## config.mk

```make
export PLATFORM = sky130hd
export DESIGN_NAME = product_accumulator_flat
export DESIGN_NICKNAME = d
export VERILOG_FILES = /design/src/rtl/product_accumulator_if.sv /design/src/rtl/product_accumulator.sv /design/src/flat_wrapper.sv
export SDC_FILE = /design/constraint.sdc
export NUM_CORES = 1
export LEC_CHECK = 0
export CAP_MARGIN = 20
export CORE_ASPECT_RATIO = 1.75
export CORE_MARGIN = 1.5
export CORE_UTILIZATION = 45
export DETAILED_ROUTE_END_ITERATION = 7
export PLACE_DENSITY_LB_ADDON = 0.08
export SYNTH_ARGS = -nofsm -noshare
export SYNTH_HDL_FRONTEND = slang
export SYNTH_SLANG_ARGS = --single-unit
```

## constraint.sdc

```tcl
create_clock -name clk -period 5.5 [get_ports clk]
set_input_delay 0.825 -clock clk [delete_from_list [all_inputs] [get_ports clk]]
set_output_delay 0.825 -clock clk [all_outputs]
set_load 0.005 [all_outputs]
```

## src/rtl/product_accumulator_if.sv

```systemverilog
// product_accumulator_if: input/output handshake bundle for product_accumulator.
// Ports (slave side = accumulator):
//   in_valid/in_ready/products  : input handshake carrying N packed signed products
//   out_valid/out_ready         : output handshake
//   sum/sum_sat/sat             : full-precision sum, clamped sum, clamp flag
//   busy                        : accumulator is not idle
interface product_accumulator_if #(
  parameter int DATA_WIDTH  = 32,
  parameter int KERNEL_SIZE = 3
);
  localparam int N         = KERNEL_SIZE * KERNEL_SIZE;
  localparam int ACC_WIDTH = DATA_WIDTH + $clog2(N);
  logic                    in_valid;
  logic                    in_ready;
  logic [N*DATA_WIDTH-1:0] products;
  logic                    out_valid;
  logic                    out_ready;
  logic [ACC_WIDTH-1:0]    sum;
  logic [DATA_WIDTH-1:0]   sum_sat;
  logic                    sat;
  logic                    busy;
  modport slave (
    input  in_valid, products, out_ready,
    output in_ready, out_valid, sum, sum_sat, sat, busy
  );
  modport master (
    output in_valid, products, out_ready,
    input  in_ready, out_valid, sum, sum_sat, sat, busy
  );
endinterface

```

## src/rtl/product_accumulator.sv

```systemverilog
// product_accumulator: sequentially sums a captured vector of N signed products with saturation.
// Ports:
//   clk   : clock, rising edge
//   rst_n : asynchronous active-low reset
//   bus   : product_accumulator_if.slave (input/output handshakes, sum, sum_sat, sat, busy)
// One element is added per cycle, so a result appears N edges after the accept edge.
module product_accumulator #(
  parameter int DATA_WIDTH  = 32,
  parameter int KERNEL_SIZE = 3
) (
  input logic                  clk,
  input logic                  rst_n,
  product_accumulator_if.slave bus
);
  localparam int N         = KERNEL_SIZE * KERNEL_SIZE;
  localparam int SEL_WIDTH = $clog2(N);
  localparam int ACC_WIDTH = DATA_WIDTH + SEL_WIDTH;
  localparam int IDX_WIDTH = SEL_WIDTH + 1;
  typedef enum logic [1:0] {IDLE, ACCUM, OUTPUT} state_t;
  state_t                  state, state_n;
  logic [N*DATA_WIDTH-1:0] vec;
  logic [DATA_WIDTH-1:0]   elems [N];
  logic [DATA_WIDTH-1:0]   elem;
  logic [ACC_WIDTH-1:0]    acc, acc_n, sum_q;
  logic [IDX_WIDTH-1:0]    idx;
  logic [ACC_WIDTH-DATA_WIDTH:0] hi;
  logic [DATA_WIDTH-1:0]   sum_sat_n, sum_sat_q;
  logic                    last, ovf, sat_q;
  for (genvar g = 0; g < N; g++) begin : g_unpack
    assign elems[g] = vec[g*DATA_WIDTH +: DATA_WIDTH];
  end
  always_comb begin
    elem      = elems[idx[SEL_WIDTH-1:0]];
    acc_n     = acc + {{(ACC_WIDTH-DATA_WIDTH){elem[DATA_WIDTH-1]}}, elem};
    last      = idx == IDX_WIDTH'(N-1);
    // the sum fits DATA_WIDTH only if all bits from DATA_WIDTH-1 upward agree
    hi        = acc_n[ACC_WIDTH-1:DATA_WIDTH-1];
    ovf       = (|hi) & ~(&hi);
    sum_sat_n = ovf ? {acc_n[ACC_WIDTH-1], {(DATA_WIDTH-1){~acc_n[ACC_WIDTH-1]}}}
                    : acc_n[DATA_WIDTH-1:0];
  end
  always_comb begin
    state_n = state;
    case (state)
      IDLE:    state_n = bus.in_valid ? ACCUM : IDLE;
      ACCUM:   state_n = last ? OUTPUT : ACCUM;
      OUTPUT:  state_n = bus.out_ready ? IDLE : OUTPUT;
      default: state_n = IDLE;
    endcase
  end
  always_ff @(posedge clk or negedge rst_n) begin
    if (!rst_n) begin
      state     <= IDLE;
      vec       <= '0;
      acc       <= '0;
      idx       <= '0;
      sum_q     <= '0;
      sum_sat_q <= '0;
      sat_q     <= 1'b0;
    end else begin
      state <= state_n;
      if (state == IDLE && bus.in_valid) begin
        vec <= bus.products;
        acc <= '0;
        idx <= '0;
      end else if (state == ACCUM) begin
        acc <= acc_n;
        // idx parks on the last element so it never points past N-1
        idx <= last ? idx : idx + 1'b1;
        if (last) begin
          sum_q     <= acc_n;
          sum_sat_q <= sum_sat_n;
          sat_q     <= ovf;
        end
      end
    end
  end
  assign bus.in_ready  = state == IDLE;
  assign bus.busy      = state != IDLE;
  assign bus.out_valid = state == OUTPUT;
  assign bus.sum       = sum_q;
  assign bus.sum_sat   = sum_sat_q;
  assign bus.sat       = sat_q;
endmodule

```

## src/flat_wrapper.sv

```systemverilog
// flat-port wrapper written by rule: the top's interface ports become plain ports
module product_accumulator_flat 
#(
  parameter int DATA_WIDTH  = 32,
  parameter int KERNEL_SIZE = 3
)
  (clk, rst_n, bus_in_valid, bus_products, bus_out_ready, bus_in_ready, bus_out_valid, bus_sum, bus_sum_sat, bus_sat, bus_busy);
  product_accumulator_if #(.DATA_WIDTH(DATA_WIDTH), .KERNEL_SIZE(KERNEL_SIZE)) bus_i ();
  input logic clk;
  input logic rst_n;
  input wire logic [$bits(bus_i.in_valid)-1:0] bus_in_valid;
  input wire logic [$bits(bus_i.products)-1:0] bus_products;
  input wire logic [$bits(bus_i.out_ready)-1:0] bus_out_ready;
  output wire logic [$bits(bus_i.in_ready)-1:0] bus_in_ready;
  output wire logic [$bits(bus_i.out_valid)-1:0] bus_out_valid;
  output wire logic [$bits(bus_i.sum)-1:0] bus_sum;
  output wire logic [$bits(bus_i.sum_sat)-1:0] bus_sum_sat;
  output wire logic [$bits(bus_i.sat)-1:0] bus_sat;
  output wire logic [$bits(bus_i.busy)-1:0] bus_busy;
  assign bus_i.in_valid = bus_in_valid;
  assign bus_i.products = bus_products;
  assign bus_i.out_ready = bus_out_ready;
  assign bus_in_ready = bus_i.in_ready;
  assign bus_out_valid = bus_i.out_valid;
  assign bus_sum = bus_i.sum;
  assign bus_sum_sat = bus_i.sum_sat;
  assign bus_sat = bus_i.sat;
  assign bus_busy = bus_i.busy;
  product_accumulator #(.DATA_WIDTH(DATA_WIDTH), .KERNEL_SIZE(KERNEL_SIZE)) u_core (.clk(clk), .rst_n(rst_n), .bus(bus_i));
endmodule
```

==> flow_summary.yaml, run 1 <==
outcome:
  outcome: "finished, final reports clean"
place:
  port_buffers: 363
  globalplace.congestion: 0.9015
  postPlaceCellArea_um2: 23440
  place_inst: 2340
  dp_hpwl_mm: 40.16
finish:
  regArea_um2: 10020
  area_growth_pct: 30.63
  finalNonFillerCells: 2421
  fill_cells: 3499
  drive_gt1_share_pct: 26.57
  design_area_um2: 24820
  layout.nets: 2162
  multi_input_area_um2: 8618
setup_path:
  path_cells: "buf_12 > mux4_2 > mux2i_1 > o21ai_0 > ha_1 > a21oi_1 > o22ai_1 > a311o_1 > a31oi_4 > a31o_2 > o21ai_2 > a221oi_2 > xnor2_1 > or4_1 > mux2_4 > o311ai_2"
  path_class: "reg -> reg"
  cp-start-kind: "register"
  cpPeakStageDelay_ns: 0.58
  required_ns: 5.94
  crit_path_end_kind: "register"
  cp_max_fo: 18
  crit_arrival_ns: 5.69
  crit_path_top_delay_cell: "dfrtp_4"
grt:
  grt_max_degree: 127
  grt_pass1_wl_mm: 80.98
  grt_pass1_vias: 14071
  grt.total_usage_pct: 24.89
  antenna_found_initial: 13
  grt.overflow.total: 0
floorplan:
  io_pins: 364
  rows: 99
  fp.dieW_um: 158.3
  die_h_um: 274.8
  initial_utilization_pct: 45.65
  die_area_um2: 43510
  core_um2: 41620
routing:
  vias: 13120
  wl_per_cell_um: 21.85
  finalWirelength_mm: 52.90
  drt_iter0_drc: 632
  drtPass1Iterations: 6
  via_per_inst: 5.419
  final_antenna_net_count: 0
  drc: 0
synth:
  synthArstFlopShare_pct: 100.0
  netlist_instances: 1470
  ys_seq_area_share_pct: 52.69
  avgSynthCellArea_um2: 12.92
  ys.flop_type: "dfrtp_1"
  synthDistinctLibCells: 61
  synth_nets: 1800
  synth_edf_count: 0
  yosys_warnings: 0
  yosys_register_bits: 400
  synth_area_um2: 19000
timing:
  relSlewSlack_pct: 43.46
  timing.fmax_ghz: 0.1904
  drv_slew: 0
  rsz0062_at_grt: "no"
  worstMarginPinSlew_ns: 0.8481
  fin_worst_skew_ns: 0.01575
  final-hold-violation-count: 0
  fin_crit_ns: 5.253
  setup_violations: 0
  finalCritPeriodShare_pct: 95.52
  tns_ns: 0
clock_tree:
  postCtsHoldBufs: 0
  numCtsBuffers: 39
  cts_tree: "done"
  cts_buffer_depth: 3
  clk_latency_ns: 0.55
  cts_root_buffer: "clkbuf_16"
  htreeDepth: 2
  cts_sinks: 400
  clk_pin_slew_ns: 0.06
flow_run:
  cap_viol_max_count: 0
worst_hold_path:
  hold_path.class: "in -> async"
power_and_ir_drop:
  p_per_area_nw_per_um2: 740.8
  irDropWorstVdd_uv: 338.0
  p_leak_uw: 0.01050
worst max-delay path: cells and delay by family (launching register included):
| kind | cells | cell delay [ns] |
|---|---|---|
| simple gates | 1 | 0.56 |
| flops | 1 | 0.58 |
| mux | 3 | 1.20 |
| fa+ha+maj | 1 | 0.44 |
| buf+inv | 1 | 0.19 |
| compound gates | 9 | 1.98 |
| xor+xnor | 1 | 0.17 |
metal layers:
layer	up-vias	GRT usage (%)	part of all wire [%]
li1	6055	-	-
met1	6594	27.59	36
met2	342	45.46	54
met3	115	5.261	5.0
met4	14	10.58	4.0
met5	-	0	0.17
synthesized netlist by cell type, drive strengths merged (3+ instances only):
master	n	area share (%)
a21o	28	1.1
a31oi	3	0.18
o21ai	70	1.9
o311ai	3	0.26
dfrtp	400	53
xor2	22	1.0
a22o	11	0.51
and2	6	0.20
o21a	8	0.32
and3	6	0.20
nor3	9	0.24
o22ai	6	0.20
mux2i	33	1.7
o21bai	3	0.12
ha	37	2.4
mux4	64	7.6
o211ai	16	0.90
nor2	41	0.81
or2	4	0.13
nand2b	3	0.099
a211oi	4	0.18
xnor2	15	0.69
nand3	11	0.29
buf	15	0.41
nand4	8	0.26
a21oi	40	1.1
clkbuf	75	1.5
a221o	11	0.58
nor2b	4	0.13
mux2	289	17
inv	10	0.20
nand2	191	3.8
kinds of logic (layout without fill, tap and decap cells):
family | after synthesis | count (layout) | synth area share, %
flip-flops | 400 | 400 | 52.69
multiplexers | 386 | 386 | 26.48
AND/OR/NAND/NOR | 290 | 290 | 6.441
AO/OA/AOI/OAI | 219 | 219 | 8.055
buffers and inverters | 100 | 489 | 2.094
adder cells (fa/ha/maj) | 38 | 38 | 2.542
XOR/XNOR | 37 | 37 | 1.706
other | 0 | 7 | 0
final cells by class:
type | instances | area share [%]
sequential | 400 | 40.37
antenna | 7 | 0.07058
multi-input combinational | 970 | 34.73
inverter | 10 | 0.1512
timing repair buffer | 411 | 16.68
tap | 555 | 2.798
clock buffer | 54 | 4.401
clock inverter | 14 | 0.8016
placed cells by master (no fill, tap or decap), types with 15 or more instances in the layout:
| master | n |
|---|---|
| mux2i_1 | 32 |
| xnor2_1 | 15 |
| a21o_1 | 28 |
| clkbuf_16 | 39 |
| dfrtp_1 | 397 |
| a21oi_1 | 40 |
| xor2_1 | 22 |
| ha_1 | 37 |
| mux2_2 | 288 |
| nand2_1 | 190 |
| mux4_2 | 64 |
| o21ai_0 | 65 |
| buf_4 | 36 |
| nor2_1 | 40 |
| clkdlybuf4s50_1 | 362 |
metrics by stage:
step           setup slack [ns]  util, %  total power [uW]  hold slack, ns
3_3_place_gp             0.1601    56.33             15460          0.4578
5_1_grt                 0.03427    59.62             19670          0.3455
2_1_floorplan           0.08761        -             12140          0.4499
4_1_cts                 0.05142    59.43             18460          0.3227
6_report                 0.2467    59.63             18390          0.2589
3_5_place_dp            0.09721    56.33             15680          0.4638
where the power goes:
group / leakage (uW) / switching [uW] / internal [uW]
Combinational: 0.00506 / 5420 / 4900
Sequential: 0.00481 / 862 / 4470
Clock: 0.000632 / 1160 / 1580
Total: 0.0105 / 7430 / 11000
what timing repair did:
item,CTS,global route
setup endpoints to repair,0,30
gates resized for setup,0,3
setup buffers,0,6
flip-flops by register name (all words and copies together) (netlist names):
name                count
u_core.bus.sum_sat     32
u_core.vec            288
u_core.bus.sum         36
u_core.acc             36
u_core.idx              5
u_core.bus.sat          1
u_core.state            2
worst paths after layout:
path	start	end	slack, ns	cells past startpoint
worst max-delay path	u_core.idx[0]$_DFFE_PN0P_	u_core.bus.sum_sat[4]$_DFFE_PN0P_	0.25	16
worst max register to register	u_core.idx[0]$_DFFE_PN0P_	u_core.bus.sum_sat[4]$_DFFE_PN0P_	0.25	16
worst min-delay path	rst_n	u_core.bus.sum_sat[5]$_DFFE_PN0P_	0.26	1
max in group asynchronous	rst_n	u_core.vec[75]$_DFFE_PN0P_	3.99	2
min in group clk	u_core.bus.sum[6]$_DFFE_PN0P_	u_core.bus.sum[6]$_DFFE_PN0P_	0.47	1
worst min register to register	u_core.bus.sum[6]$_DFFE_PN0P_	u_core.bus.sum[6]$_DFFE_PN0P_	0.47	1
No activity file was read; power rests on OpenSTA's default activity.
==> run 2, diff against run 1 <==
SLEW_MARGIN = 20   (was not set)
==> results of run 2 <==
No change in the layout: final DEF, timing and power equal those of run 1.
==> run 3, diff against run 2 <==
ABC_AREA = 1   (was not set)
==> flow_summary.yaml, run 3 <==
floorplan:
  io_pins: 364
  die_h_um: 283.0
  fp.dieW_um: 163.0
  core_um2: 44290
  initial_utilization_pct: 45.52
  die_area_um2: 46120
  rows: 102
setup_path:
  crit_arrival_ns: 5.50
  cp_max_fo: 59
  path_cells: "inv_4 > buf_12 > o21ai_0 > o22ai_1 > o211ai_1 > nand2_1 > ha_1 > nand2_2 > nor2_2 > nand3_1 > nor4_1 > nand2_1 > nand2_1 > nand2_1 > nand2_1 > nand3_1 > nand2_2 > nand3_1 > nand2_1"
  crit_path_top_delay_cell: "o22ai_1"
  required_ns: 5.99
  cp-start-kind: "register"
  critPathBufInv: 2
  worst_path_most_repeated_cell: "nand2_1"
  cpPeakStageDelay_ns: 0.55
  worstRegToRegCells: 19
  cp.depth: 19
  crit_path_end_kind: "register"
  critical_path.top_delay_family: "simple AND/OR/NAND/NOR gates"
  path_class: "reg -> reg"
finish:
  mostFrequentLayoutCells: "1241 x nand2_1, 397 x dfrtp_1, 362 x clkdlybuf4s50_1"
  largest_register_ffs: 288
  final_common_cell: "nand2_1"
  top_register: "u_core.vec"
  layout.nets: 3295
  area_growth_pct: 26.67
  drive_gt1_share_pct: 4.339
synth:
  avgSynthCellArea_um2: 7.516
  synth_area_um2: 20160
  netlist_instances: 2682
  synth.largest_area_cell: "dfrtp_1"
  yosys_warnings: 0
  yosys_register_bits: 400
  ys_seq_area_share_pct: 49.66
  ys.flop_type: "dfrtp_1"
  synthTopCellsByCount: "1242 x nand2_1, 400 x dfrtp_1, 210 x nor2_1, 195 x o21ai_0, 137 x clkbuf_1"
  synth_nets: 3012
  synthDistinctLibCells: 41
  synthArstFlopShare_pct: 100.0
  yosysMostFrequentCell: "nand2_1"
  synth_area_leaders: "dfrtp_1 50%, nand2_1 23%, o21ai_0 4.8%"
  yosysTopAreaCellShare_pct: 49.66
  synth_edf_count: 0
routing:
  finalWirelength_mm: 73.83
  via_per_inst: 5.324
  drc: 0
  drtPass1Iterations: 5
  wl_per_cell_um: 20.68
  final_antenna_net_count: 0
  drt_iter0_drc: 1451
  vias: 19013
power_and_ir_drop:
  p_per_area_nw_per_um2: 751.1
  irDropWorstVdd_uv: 443.4
  p_leak_uw: 0.01283
timing:
  tns_ns: 0
  holdWs_ns: 0.3594
  relSlewSlack_pct: 31.82
  fin_worst_skew_ns: 0.01370
  rsz0062_at_grt: "no"
  finalCritPeriodShare_pct: 91.08
  timing.fmax_ghz: 0.1996
  drv_slew: 0
  setup_slack_ns: 0.4907
  setup_violations: 0
  fin_crit_ns: 5.009
  final-hold-violation-count: 0
  worstMarginPinSlew_ns: 1.023
clock_tree:
  cts_buffer_depth: 3
  postCtsHoldBufs: 0
  ctsResizeCount: 0
  numCtsBuffers: 40
  htreeDepth: 2
  cts_sinks: 400
  cts_root_buffer: "clkbuf_16"
  clk_latency_ns: 0.56
  cts_setup_buffers: 0
  clk_pin_slew_ns: 0.07
  cts_tree: "done"
grt:
  grt_max_degree: 131
  antenna_found_initial: 3
  grt.total_usage_pct: 32.23
  grt.overflow.total: 0
  grt_pass1_vias: 19426
  grt_pass1_wl_mm: 111.5
place:
  globalplace.congestion: 0.9615
  dp_hpwl_mm: 55.33
  preCtsSetupSlack_ns: 0.5105
  port_buffers: 363
flow_run:
  cap_viol_max_count: 0
worst_hold_path:
  hold_path.class: "in -> async"
outcome:
  outcome: "finished, final reports clean"
[run 3: area by class of cell]
cell class,instances,area (um^2)
diodes,3,7.507
clock buffers,61,1201
flip-flops and latches,400,10020
repair buffers,394,3950
well taps,572,715.7
inverters,134,513.0
multi-input cells,1995,9011
fillers,4194,18750
clock inverters,12,120.1
[run 3: path summary, 6_finish.rpt]
check                           slack [ns]                       start                           endpoint
worst max-delay path                  0.49   u_core.idx[0]$_DFFE_PN0P_  u_core.bus.sum_sat[4]$_DFFE_PN0P_
worst min-delay path                  0.36                       rst_n     u_core.bus.sum[22]$_DFFE_PN0P_
worst max register to register        0.49   u_core.idx[0]$_DFFE_PN0P_  u_core.bus.sum_sat[4]$_DFFE_PN0P_
worst min register to register        0.47  u_core.vec[90]$_DFFE_PN0P_         u_core.vec[90]$_DFFE_PN0P_
max in group asynchronous             3.72                       rst_n          u_core.idx[0]$_DFFE_PN0P_
min in group clk                      0.47  u_core.vec[90]$_DFFE_PN0P_         u_core.vec[90]$_DFFE_PN0P_
[run 3: metal layers]
| layer | part of all wire (%) | up-vias | track usage (%) |
|---|---|---|---|
| li1 | - | 9089 | - |
| met1 | 36 | 9020 | 34.95 |
| met2 | 52 | 688 | 58.11 |
| met3 | 3.8 | 216 | 2.767 |
| met4 | 8.3 | 0 | 22.98 |
| met5 | 0 | - | 0 |
[run 3: worst reg2reg max path: cells and delay by family, from the launching register on]
kind | cells | cell delay (ns)
simple gates | 13 | 2.61
flops | 1 | 0.50
buf+inv | 2 | 0.76
compound gates | 3 | 0.88
fa+ha+maj | 1 | 0.21
[run 3: cell families after synthesis]
logic type	count (synthesis)	share of synthesized area, %
XOR/XNOR	25	1.086
buffers and inverters	287	5.679
adder cells (fa/ha/maj)	38	2.396
AO/OA/AOI/OAI	340	10.24
AND/OR/NAND/NOR	1592	30.95
flip-flops	400	49.66
[run 3: through the flow]
step	std cells	total power [uW]	cell area [um^2]	utilization [%]
finish	3571	19180	25530	57.66
global placement	3495	16220	24200	54.65
floorplan	2682	12140	20160	-
detailed placement	3495	16350	24200	54.65
global route	3571	20630	25530	57.66
CTS	3568	19230	25520	57.63
[run 3: power breakdown]
| part | leakage, uW | switching, uW | internal, uW | total [uW] |
|---|---|---|---|---|
| Combinational | 0.00718 | 7620 | 3530 | 11200 |
| Clock | 0.000654 | 1200 | 1600 | 2810 |
| Sequential | 0.00500 | 873 | 4350 | 5220 |
